===== config.mk =====
export PLATFORM = sky130hd
export DESIGN_NAME = instr_decode
export DESIGN_NICKNAME = d
export VERILOG_FILES = /design/src/rtl/isa_pkg.sv /design/src/rtl/regfile8x32.sv /design/src/rtl/instr_decode.sv
export SDC_FILE = /design/constraint.sdc
export NUM_CORES = 1
export LEC_CHECK = 0
export CAP_MARGIN = 20
export CORE_MARGIN = 1.5
export CORE_UTILIZATION = 30
export CTS_CLUSTER_DIAMETER = 200
export DETAILED_ROUTE_END_ITERATION = 16
export PLACE_DENSITY = 0.59
export SYNTH_ARGS = -nofsm -noshare
export SYNTH_HDL_FRONTEND = slang
export SYNTH_SLANG_ARGS = --single-unit
export TNS_END_PERCENT = 100

===== constraint.sdc =====
create_clock -name i_clk -period 5.6 [get_ports i_clk]
set_input_delay 1.12 -clock i_clk [delete_from_list [all_inputs] [get_ports i_clk]]
set_output_delay 1.12 -clock i_clk [all_outputs]
set_load 0.02 [all_outputs]

===== src/rtl/isa_pkg.sv =====
// Shared ISA constants, FSM state type and opcode decode helper for the issue stage.
package isa_pkg;

    localparam int unsigned XLEN     = 32;
    localparam int unsigned RF_DEPTH = 8;
    localparam int unsigned RF_AW    = 3;
    localparam int unsigned SEL_W    = 3;
    localparam int unsigned OP_W     = 5;
    localparam int unsigned APSR_W   = 4;
    localparam int unsigned BYTE_W   = 8;

    localparam logic [SEL_W-1:0] SEL_ADD = 3'b000;
    localparam logic [SEL_W-1:0] SEL_SUB = 3'b101;
    localparam logic [SEL_W-1:0] SEL_MVI = 3'b001;
    localparam logic [SEL_W-1:0] SEL_MVR = 3'b010;
    localparam logic [SEL_W-1:0] SEL_NOP = 3'b111;

    localparam logic [OP_W-1:0] OP_MOVS = 5'b00100;
    localparam logic [OP_W-1:0] OP_CMP  = 5'b00101;
    localparam logic [OP_W-1:0] OP_ADDS = 5'b00110;
    localparam logic [OP_W-1:0] OP_SUBS = 5'b00111;
    localparam logic [OP_W-1:0] OP_MOVR = 5'b01000;

    localparam int unsigned APSR_N = 3;
    localparam int unsigned APSR_Z = 2;
    localparam int unsigned APSR_C = 1;
    localparam int unsigned APSR_V = 0;

    typedef enum logic [1:0] {
        S_HI   = 2'd0,
        S_LO   = 2'd1,
        S_EXEC = 2'd2
    } state_t;

    // Per-opcode control bundle.
    typedef struct packed {
        logic             legal;
        logic [SEL_W-1:0] sel;
        logic             use_rn;     // drive Rn from the register file
        logic             rn_from_rm; // Rn indexed by lo[2:0] instead of rd
        logic             wr_en;      // result written back to rd
    } dec_t;

    // Map an opcode onto its control bundle; unknown opcodes come back illegal.
    function automatic dec_t decode(input logic [OP_W-1:0] op);
        dec_t d;
        d = '{legal: 1'b0, sel: SEL_NOP, use_rn: 1'b0, rn_from_rm: 1'b0, wr_en: 1'b0};
        case (op)
            OP_MOVS: d = '{legal: 1'b1, sel: SEL_MVI, use_rn: 1'b0, rn_from_rm: 1'b0, wr_en: 1'b1};
            OP_CMP:  d = '{legal: 1'b1, sel: SEL_SUB, use_rn: 1'b1, rn_from_rm: 1'b0, wr_en: 1'b0};
            OP_ADDS: d = '{legal: 1'b1, sel: SEL_ADD, use_rn: 1'b1, rn_from_rm: 1'b0, wr_en: 1'b1};
            OP_SUBS: d = '{legal: 1'b1, sel: SEL_SUB, use_rn: 1'b1, rn_from_rm: 1'b0, wr_en: 1'b1};
            OP_MOVR: d = '{legal: 1'b1, sel: SEL_MVR, use_rn: 1'b1, rn_from_rm: 1'b1, wr_en: 1'b1};
            default: ;
        endcase
        return d;
    endfunction

endpackage


===== src/rtl/regfile8x32.sv =====
// 8x32 register file: one write port, operand and debug combinational read ports.
module regfile8x32
    import isa_pkg::*;
#(
    parameter logic [XLEN-1:0] RF_RESET = 32'h0000_0000
) (
    input  logic             i_clk,
    input  logic             i_rst,
    input  logic             i_we,
    input  logic [RF_AW-1:0] i_waddr,
    input  logic [XLEN-1:0]  i_wdata,
    input  logic [RF_AW-1:0] i_raddr,
    output logic [XLEN-1:0]  o_rdata,
    input  logic [RF_AW-1:0] i_dbg_addr,
    output logic [XLEN-1:0]  o_dbg_data
);

    logic [XLEN-1:0] mem_q [RF_DEPTH];

    // Storage with synchronous reset of every entry.
    always_ff @(posedge i_clk) begin
        if (i_rst) begin
            for (int i = 0; i < int'(RF_DEPTH); i++) begin
                mem_q[i] <= RF_RESET;
            end
        end else if (i_we) begin
            mem_q[i_waddr] <= i_wdata;
        end
    end

    assign o_rdata    = mem_q[i_raddr];
    assign o_dbg_data = mem_q[i_dbg_addr];

endmodule


===== src/rtl/instr_decode.sv =====
// Byte-serial decode/issue stage feeding an external combinational ALU.
module instr_decode
    import isa_pkg::*;
#(
    parameter logic [XLEN-1:0] RF_RESET = 32'h0000_0000
) (
    input  logic              i_clk,
    input  logic              i_rst,
    input  logic [BYTE_W-1:0] i_byte,
    input  logic              i_byte_valid,
    output logic              o_byte_ready,
    output logic [XLEN-1:0]   o_alu_imm,
    output logic [XLEN-1:0]   o_alu_rn,
    output logic [SEL_W-1:0]  o_alu_sel,
    input  logic [XLEN-1:0]   i_alu_result,
    input  logic [APSR_W-1:0] i_alu_apsr,
    output logic [APSR_W-1:0] o_apsr,
    output logic              o_retire,
    output logic              o_err,
    input  logic [RF_AW-1:0]  i_dbg_addr,
    output logic [XLEN-1:0]   o_dbg_data
);

    state_t             state_q;
    state_t             state_d;
    logic [BYTE_W-1:0]  hi_q;
    dec_t               dec;
    logic               xfer;
    logic               hi_load;
    logic               lo_xfer;
    logic               rf_we;
    logic [RF_AW-1:0]   rd_addr;
    logic [XLEN-1:0]    rf_rdata;

    regfile8x32 #(.RF_RESET(RF_RESET)) u_rf (
        .i_clk      (i_clk),
        .i_rst      (i_rst),
        .i_we       (rf_we),
        .i_waddr    (hi_q[RF_AW-1:0]),
        .i_wdata    (i_alu_result),
        .i_raddr    (rd_addr),
        .o_rdata    (rf_rdata),
        .i_dbg_addr (i_dbg_addr),
        .o_dbg_data (o_dbg_data)
    );

    // State register.
    always_ff @(posedge i_clk) begin
        if (i_rst) begin
            state_q <= S_HI;
        end else begin
            state_q <= state_d;
        end
    end

    // Next-state and byte-acceptance control; decode always looks at the latched hi byte.
    always_comb begin
        state_d = state_q;
        hi_load = 1'b0;
        lo_xfer = 1'b0;
        dec     = decode(hi_q[BYTE_W-1:RF_AW]);
        xfer    = i_byte_valid && o_byte_ready;
        case (state_q)
            S_HI: begin
                if (xfer) begin
                    hi_load = 1'b1;
                    state_d = S_LO;
                end
            end
            S_LO: begin
                if (xfer) begin
                    lo_xfer = 1'b1;
                    state_d = dec.legal ? S_EXEC : S_HI;
                end
            end
            S_EXEC:  state_d = S_HI;
            default: state_d = S_HI;
        endcase
        rf_we   = (state_q == S_EXEC) && dec.wr_en;
        rd_addr = dec.rn_from_rm ? i_byte[RF_AW-1:0] : hi_q[RF_AW-1:0];
    end

    // Registered outputs: operands loaded as the lo byte lands, held for the exec cycle only.
    always_ff @(posedge i_clk) begin
        if (i_rst) begin
            hi_q         <= '0;
            o_byte_ready <= 1'b1;
            o_alu_imm    <= '0;
            o_alu_rn     <= '0;
            o_alu_sel    <= SEL_NOP;
            o_apsr       <= '0;
            o_retire     <= 1'b0;
            o_err        <= 1'b0;
        end else begin
            o_byte_ready <= (state_d != S_EXEC);
            o_retire     <= (state_q == S_EXEC);
            o_err        <= lo_xfer && !dec.legal;
            if (hi_load) begin
                hi_q <= i_byte;
            end
            if (lo_xfer && dec.legal) begin
                o_alu_imm <= XLEN'(i_byte);
                o_alu_rn  <= dec.use_rn ? rf_rdata : '0;
                o_alu_sel <= dec.sel;
            end else if (state_q == S_EXEC) begin
                o_alu_imm <= '0;
                o_alu_rn  <= '0;
                o_alu_sel <= SEL_NOP;
            end
            if (state_q == S_EXEC) begin
                o_apsr <= i_alu_apsr;
            end
        end
    end

endmodule


==> results.json, run 1 <==
{
  "grt_pass1_vias": 10590,
  "die-area_mm2": 0.0546,
  "cts_hold_buffers": 0,
  "rsz0062_at_grt": "no",
  "power_density_mw_per_mm2": 315,
  "finClkSkew_ns": 0.0174,
  "postRouteAntennaNets": 0,
  "finalCriticalPeriod_ns": 4.38,
  "clk_latency_ns": 0.56,
  "use_met3_pct": 3.16,
  "busiest_layer": "met2",
  "dr.pass1.iters": 4,
  "synth_cells": 1202,
  "seq_area_frac_synth_pct": 55.7,
  "max_freq_ghz": 0.228,
  "critPathMaxStageDelay_ns": 0.54,
  "setup_slack_ns": 1.22,
  "wl_per_cell_um": 23.7,
  "synth_area_mm2": 0.0160,
  "cts-root-buf": "clkbuf_16",
  "cp.required_ns": 4.48,
  "final_nets": 1372,
  "path_clk_slew_ns": 0.06,
  "cts_setup_buffers": 0,
  "drv_slew": 0,
  "use_met1_pct": 22.0,
  "synth-seq-cells": 316,
  "core_mm2": 0.0526,
  "synth_enable_flop_cells": 256,
  "crit_path_cell_trace": "buf_4, buf_4, mux4_2, mux2_2, clkdlybuf4s50_1",
  "peakVddDrop_mv": 0.185,
  "maxSlewHeadroom_pct": 30.7,
  "grt_pass1_wl_um": 70300,
  "use_met2_pct": 31.1,
  "wl_um": 48400,
  "path_max_fanout": 22,
  "cts_made_buffers": 36,
  "slowest_stage": "clkdlybuf4s50_1",
  "post-route-drc-count": 0,
  "holdCritStartpoint": "o_apsr[3]$_SDFFE_PP0P_",
  "cellLeakagePower_uw": 0.00751,
  "ios": 156,
  "timing.reg2reg.setup_slack_ns": 2.30,
  "initial_core_util_pct": 30.4,
  "criticalPathCategory": "input pin to output port",
  "avgViaCountPerCell": 5.04,
  "dp_slack_ns": 1.16,
  "fin_crit_sh_pct": 78.3,
  "ys.flop_type": "edfxtp_1",
  "num_rows": 84,
  "ctsLongestPathBuffers": 3,
  "antenna_found_initial": 4,
  "finalHoldViolations": 0,
  "cap_violations": 0,
  "postSynthAreaPerCell_um2": 13.3,
  "end_kind": "output port",
  "worstPathArrival_ns": 3.26,
  "track_usage_pct": 17.9,
  "grt_start_max_net_pins": 65,
  "status": "finished, final reports clean",
  "ys_types": 46,
  "setup-violations-final": 0,
  "layout-drive-gt1-share_pct": 18.9,
  "gp_congestion": 0.777,
  "crit-reg2reg-launch": "hi_q[3]$_SDFFE_PP0P_",
  "io_buffers": 131,
  "hold_path_class": "flop to flop",
  "cts_sinks": 316,
  "syn_to_final_growth_pct": 21.4,
  "die_height_um": 234,
  "overflow": 0,
  "fp.dieW_um": 234,
  "dp_hpwl_um": 28300,
  "post_cts_resized": 0,
  "cts_tree": "done",
  "cpMostUsedCell": "buf_4",
  "worst_slew_pin_slew_ns": 1.04,
  "tns_ns": 0,
  "crit_path_start": "i_dbg_addr[0]",
  "worst_setup_path_start_kind": "input pin",
  "vias": 10273,
  "htreeDepth": 2,
  "ys_warn_count": 0,
  "async_flop_share_pct": 0,
  "first_iter_violations": 767
}
## worst paths after layout
kind | cells past startpoint | end
max | 5 | o_dbg_data[0]
min | 2 | o_apsr[3]$_SDFFE_PP0P_
max reg2reg | 7 | o_alu_rn[16]$_SDFFE_PP0P_
min reg2reg | 2 | o_apsr[3]$_SDFFE_PP0P_
## synth_stat cells (all sizes together), types with 30 or more instances
cell      n  share of area (%)
and2    259                 10
clkbuf   52                1.2
mux2i   105                6.6
o21ai    34                1.1
mux2     33                2.3
a211o    30                1.6
edfxtp  256                 48
nand2    76                1.8
mux4     65                9.2
nor2     49                1.2
buf      59                2.9
a21oi    37                1.2
dfxtp    60                7.5
a22oi    32                2.4
## per-layer routing
metal	routed length (um)	share of wire, %	up-vias
li1	-	-	4615
met1	20100	41	5241
met2	24300	50	315
met3	2550	5.3	96
met4	1470	3.0	6
met5	41	0.085	-
## per-stage QoR
stage          total power, uW  hold WS [ns]  instances  utilization, %  area (um2)
5_1_grt                   6290         0.486       2038            36.9       19400
4_1_cts                   6160         0.456       2038            36.9       19400
2_1_floorplan             3130         0.453       1225               -       16000
6_report                  6100         0.461       2039            36.9       19400
3_3_place_gp              3350         0.444       1972            34.2       18000
3_5_place_dp              3360         0.448       1972            34.2       18000
## power breakdown
group	leakage (uW)	switching (uW)	internal (uW)
Sequential	0.00313	49.2	2600
Clock	0.000684	1020	1780
Combinational	0.00370	368	287
Total	0.00751	1440	4670
## state kept, by name (all words and copies together) (netlist names)
name          flops
o_alu_rn         32
o_err             1
o_alu_imm         8
o_byte_ready      1
o_apsr            4
o_retire          1
u_rf.mem_q      256
o_alu_sel         3
state_q           2
hi_q              8
## cell usage in the layout, fill, tap and decap left out, drive strengths merged, types with 2 or more instances in the layout
master and n:
o21ai 34, bufinv 11, mux2i 105, conb 24, or2 9, dfxtp 60
clkdlybuf4s50 128, nor2b 2, nand2b 5, buf 42, a21oi 37, and2 259
nand3 3, a22o 8, nor2 49, nand2 76, edfxtp 256, a211oi 3
clkbuf 43, clkinv 10, a22oi 32, inv 5, nor3 6, mux2 33
mux4 65, a211o 30, o22ai 3
## cell families after synthesis
family	count (synthesis)	synth area share [%]
multiplexers	203	18.1
other	1	0.0235
AND/OR/NAND/NOR	414	14.4
AO/OA/AOI/OAI	152	7.48
buffers and inverters	115	4.25
XOR/XNOR	1	0.0549
flip-flops	316	55.7
## cell type report
class                      count  area [um2]
clock buffer                  43         990
timing repair buffer         170        1690
inverter                       4        15.0
sequential                   316        8890
multi-input combinational    794        6520
antenna                        1        2.50
clock inverter                23         409
tap                          688         861
fill                        4977       33200
## worst max-delay path: cells and delay by family
family                 cells  cell delay [ns]
multiplexers               2             0.83
buffers and inverters      3             1.29
No activity file was read; power rests on OpenSTA's default activity.
==> run 2, diff against run 1 <==
--- a/config.mk
+++ b/config.mk
@@ -10,7 +10,7 @@
 export CORE_UTILIZATION = 30
 export CTS_CLUSTER_DIAMETER = 200
 export DETAILED_ROUTE_END_ITERATION = 16
-export PLACE_DENSITY = 0.59
+export PLACE_DENSITY = 0.61
 export SYNTH_ARGS = -nofsm -noshare
 export SYNTH_HDL_FRONTEND = slang
 export SYNTH_SLANG_ARGS = --single-unit
==> constraint.sdc (replaced) <==
create_clock -name i_clk -period 3.6 [get_ports i_clk]
set_input_delay 0.72 -clock i_clk [delete_from_list [all_inputs] [get_ports i_clk]]
set_output_delay 0.72 -clock i_clk [all_outputs]
set_load 0.02 [all_outputs]
==> run 2 against run 1 <==
Net effect:
- worst setup slack got worse by 0.92 ns
- die area did not move
- global-route usage fell by 0.28 points
- routed wire length fell by 1.3%
- via count barely moved
- critical path type unchanged
- final cell count rose by 0.64%
- register-to-register slack got worse by 1.7 ns
- largest power group is now sequential cells
- first-iteration DRC count fell by 14%
- critical path depth did not move
- largest cell class unchanged
==> results.json, run 2 (same netlist as run 1, synthesis figures left out) <==
{
  "max_freq_ghz": 0.303,
  "initial_core_util_pct": 30.4,
  "hold_path_class": "flop to flop",
  "diodes": 0,
  "htreeDepth": 2,
  "final_nets": 1387,
  "worstPathArrival_ns": 2.59,
  "fin_area_mm2": 0.0194,
  "final_common_cell": "and2_1",
  "setup-violations-final": 0,
  "finalCriticalPeriod_ns": 3.31,
  "fp.dieW_um": 234,
  "criticalPathCategory": "input pin to output port",
  "regArea_mm2": 0.00889,
  "cts-root-buf": "clkbuf_16",
  "layout_common_cells": "259 x and2_1, 256 x edfxtp_1, 128 x clkdlybuf4s50_1",
  "cts_setup_buffers": 0,
  "dp_hpwl_um": 28500,
  "wl_per_cell_um": 23.3,
  "grt_pass1_wl_um": 68900,
  "tns_ns": 0,
  "antenna_found_initial": 8,
  "dr.pass1.iters": 8,
  "largest_reg_flops": 256,
  "cts_sinks": 316,
  "overflow": 0,
  "postRouteAntennaNets": 0,
  "worst_setup_path_start_kind": "input pin",
  "finalHoldViolations": 0,
  "avgViaCountPerCell": 5.00,
  "place_area_mm2": 0.0182,
  "dp_slack_ns": 0.247,
  "core_mm2": 0.0526,
  "cts_made_buffers": 36,
  "layout-drive-gt1-share_pct": 18.9,
  "vias": 10267,
  "path_clk_slew_ns": 0.06,
  "cp.required_ns": 2.88,
  "cts_hold_buffers": 0,
  "post-route-drc-count": 0,
  "cellLeakagePower_uw": 0.00750,
  "path_max_fanout": 40,
  "setup_slack_ns": 0.295,
  "clk_latency_ns": 0.55,
  "fin_crit_sh_pct": 91.8,
  "die_height_um": 234,
  "fillers": 5028,
  "post_cts_resized": 0,
  "drv_slew": 0,
  "power_density_mw_per_mm2": 456,
  "first_iter_violations": 662,
  "num_rows": 84,
  "status": "finished, final reports clean",
  "ctsLongestPathBuffers": 3,
  "grt_pass1_vias": 10553,
  "grt_start_max_net_pins": 69,
  "end_kind": "output port",
  "peakVddDrop_mv": 0.297,
  "top_register": "u_rf.mem_q",
  "finClkSkew_ns": 0.0277,
  "multi_input_area_mm2": 0.00652,
  "reg_top3": "u_rf.mem_q (256), o_alu_rn (32)",
  "ios": 156,
  "rsz0062_at_grt": "no",
  "die-area_mm2": 0.0546,
  "worst_slew_pin_slew_ns": 0.601,
  "io_buffers": 131,
  "track_usage_pct": 17.6,
  "gp_congestion": 0.763,
  "cap_violations": 0,
  "wl_um": 47800,
  "syn_to_final_growth_pct": 21.3,
  "cts_tree": "done",
  "maxSlewHeadroom_pct": 59.9
}
[run 2: stage by stage]
stage	hold slack, ns	std cells	util, %	power [uW]
finish	0.458	2052	36.8	8820
global route	0.479	2052	36.8	9120
CTS	0.462	2052	36.8	8920
detailed placement	0.453	1987	34.6	5250
global placement	0.444	1987	34.6	5230
floorplan	0.453	1225	-	4870
[run 2: report_power, final]
| group | switching, uW | internal (uW) |
|---|---|---|
| Clock | 1490 | 2170 |
| Sequential | 72.2 | 4050 |
| Combinational | 577 | 466 |
| Total | 2140 | 6680 |
[run 2: final timing paths]
kind | startpoint | endpoint | slack (ns) | depth (start not counted)
max reg2reg | hi_q[3]$_SDFFE_PP0P_ | o_alu_rn[9]$_SDFFE_PP0P_ | 0.64 | 7
min reg2reg | o_apsr[3]$_SDFFE_PP0P_ | o_apsr[3]$_SDFFE_PP0P_ | 0.46 | 2
min | o_apsr[3]$_SDFFE_PP0P_ | o_apsr[3]$_SDFFE_PP0P_ | 0.46 | 2
max | i_dbg_addr[0] | o_dbg_data[13] | 0.29 | 5
[run 2: area by class of cell]
cell class,count,share of cell area [%]
timing repair buffer,185,9.90
sequential,316,45.9
tap,688,4.45
inverter,4,0.0776
clock buffer,53,5.20
multi-input combinational,794,33.7
clock inverter,12,0.776
[run 2: routing by layer]
layer | wire (um) | track usage [%] | part of all wire (%)
met5 | 45 | 0 | 0.094
met4 | 1360 | 5.87 | 2.8
met3 | 2900 | 3.52 | 6.1
met2 | 23100 | 29.5 | 48
met1 | 20400 | 22.6 | 43
[run 2: critical path, cell delays in order]
cell             delay (ns)
buf_4                  0.11
buf_12                 0.32
mux4_2                 0.55
mux2_2                 0.32
clkdlybuf4s50_1        0.55
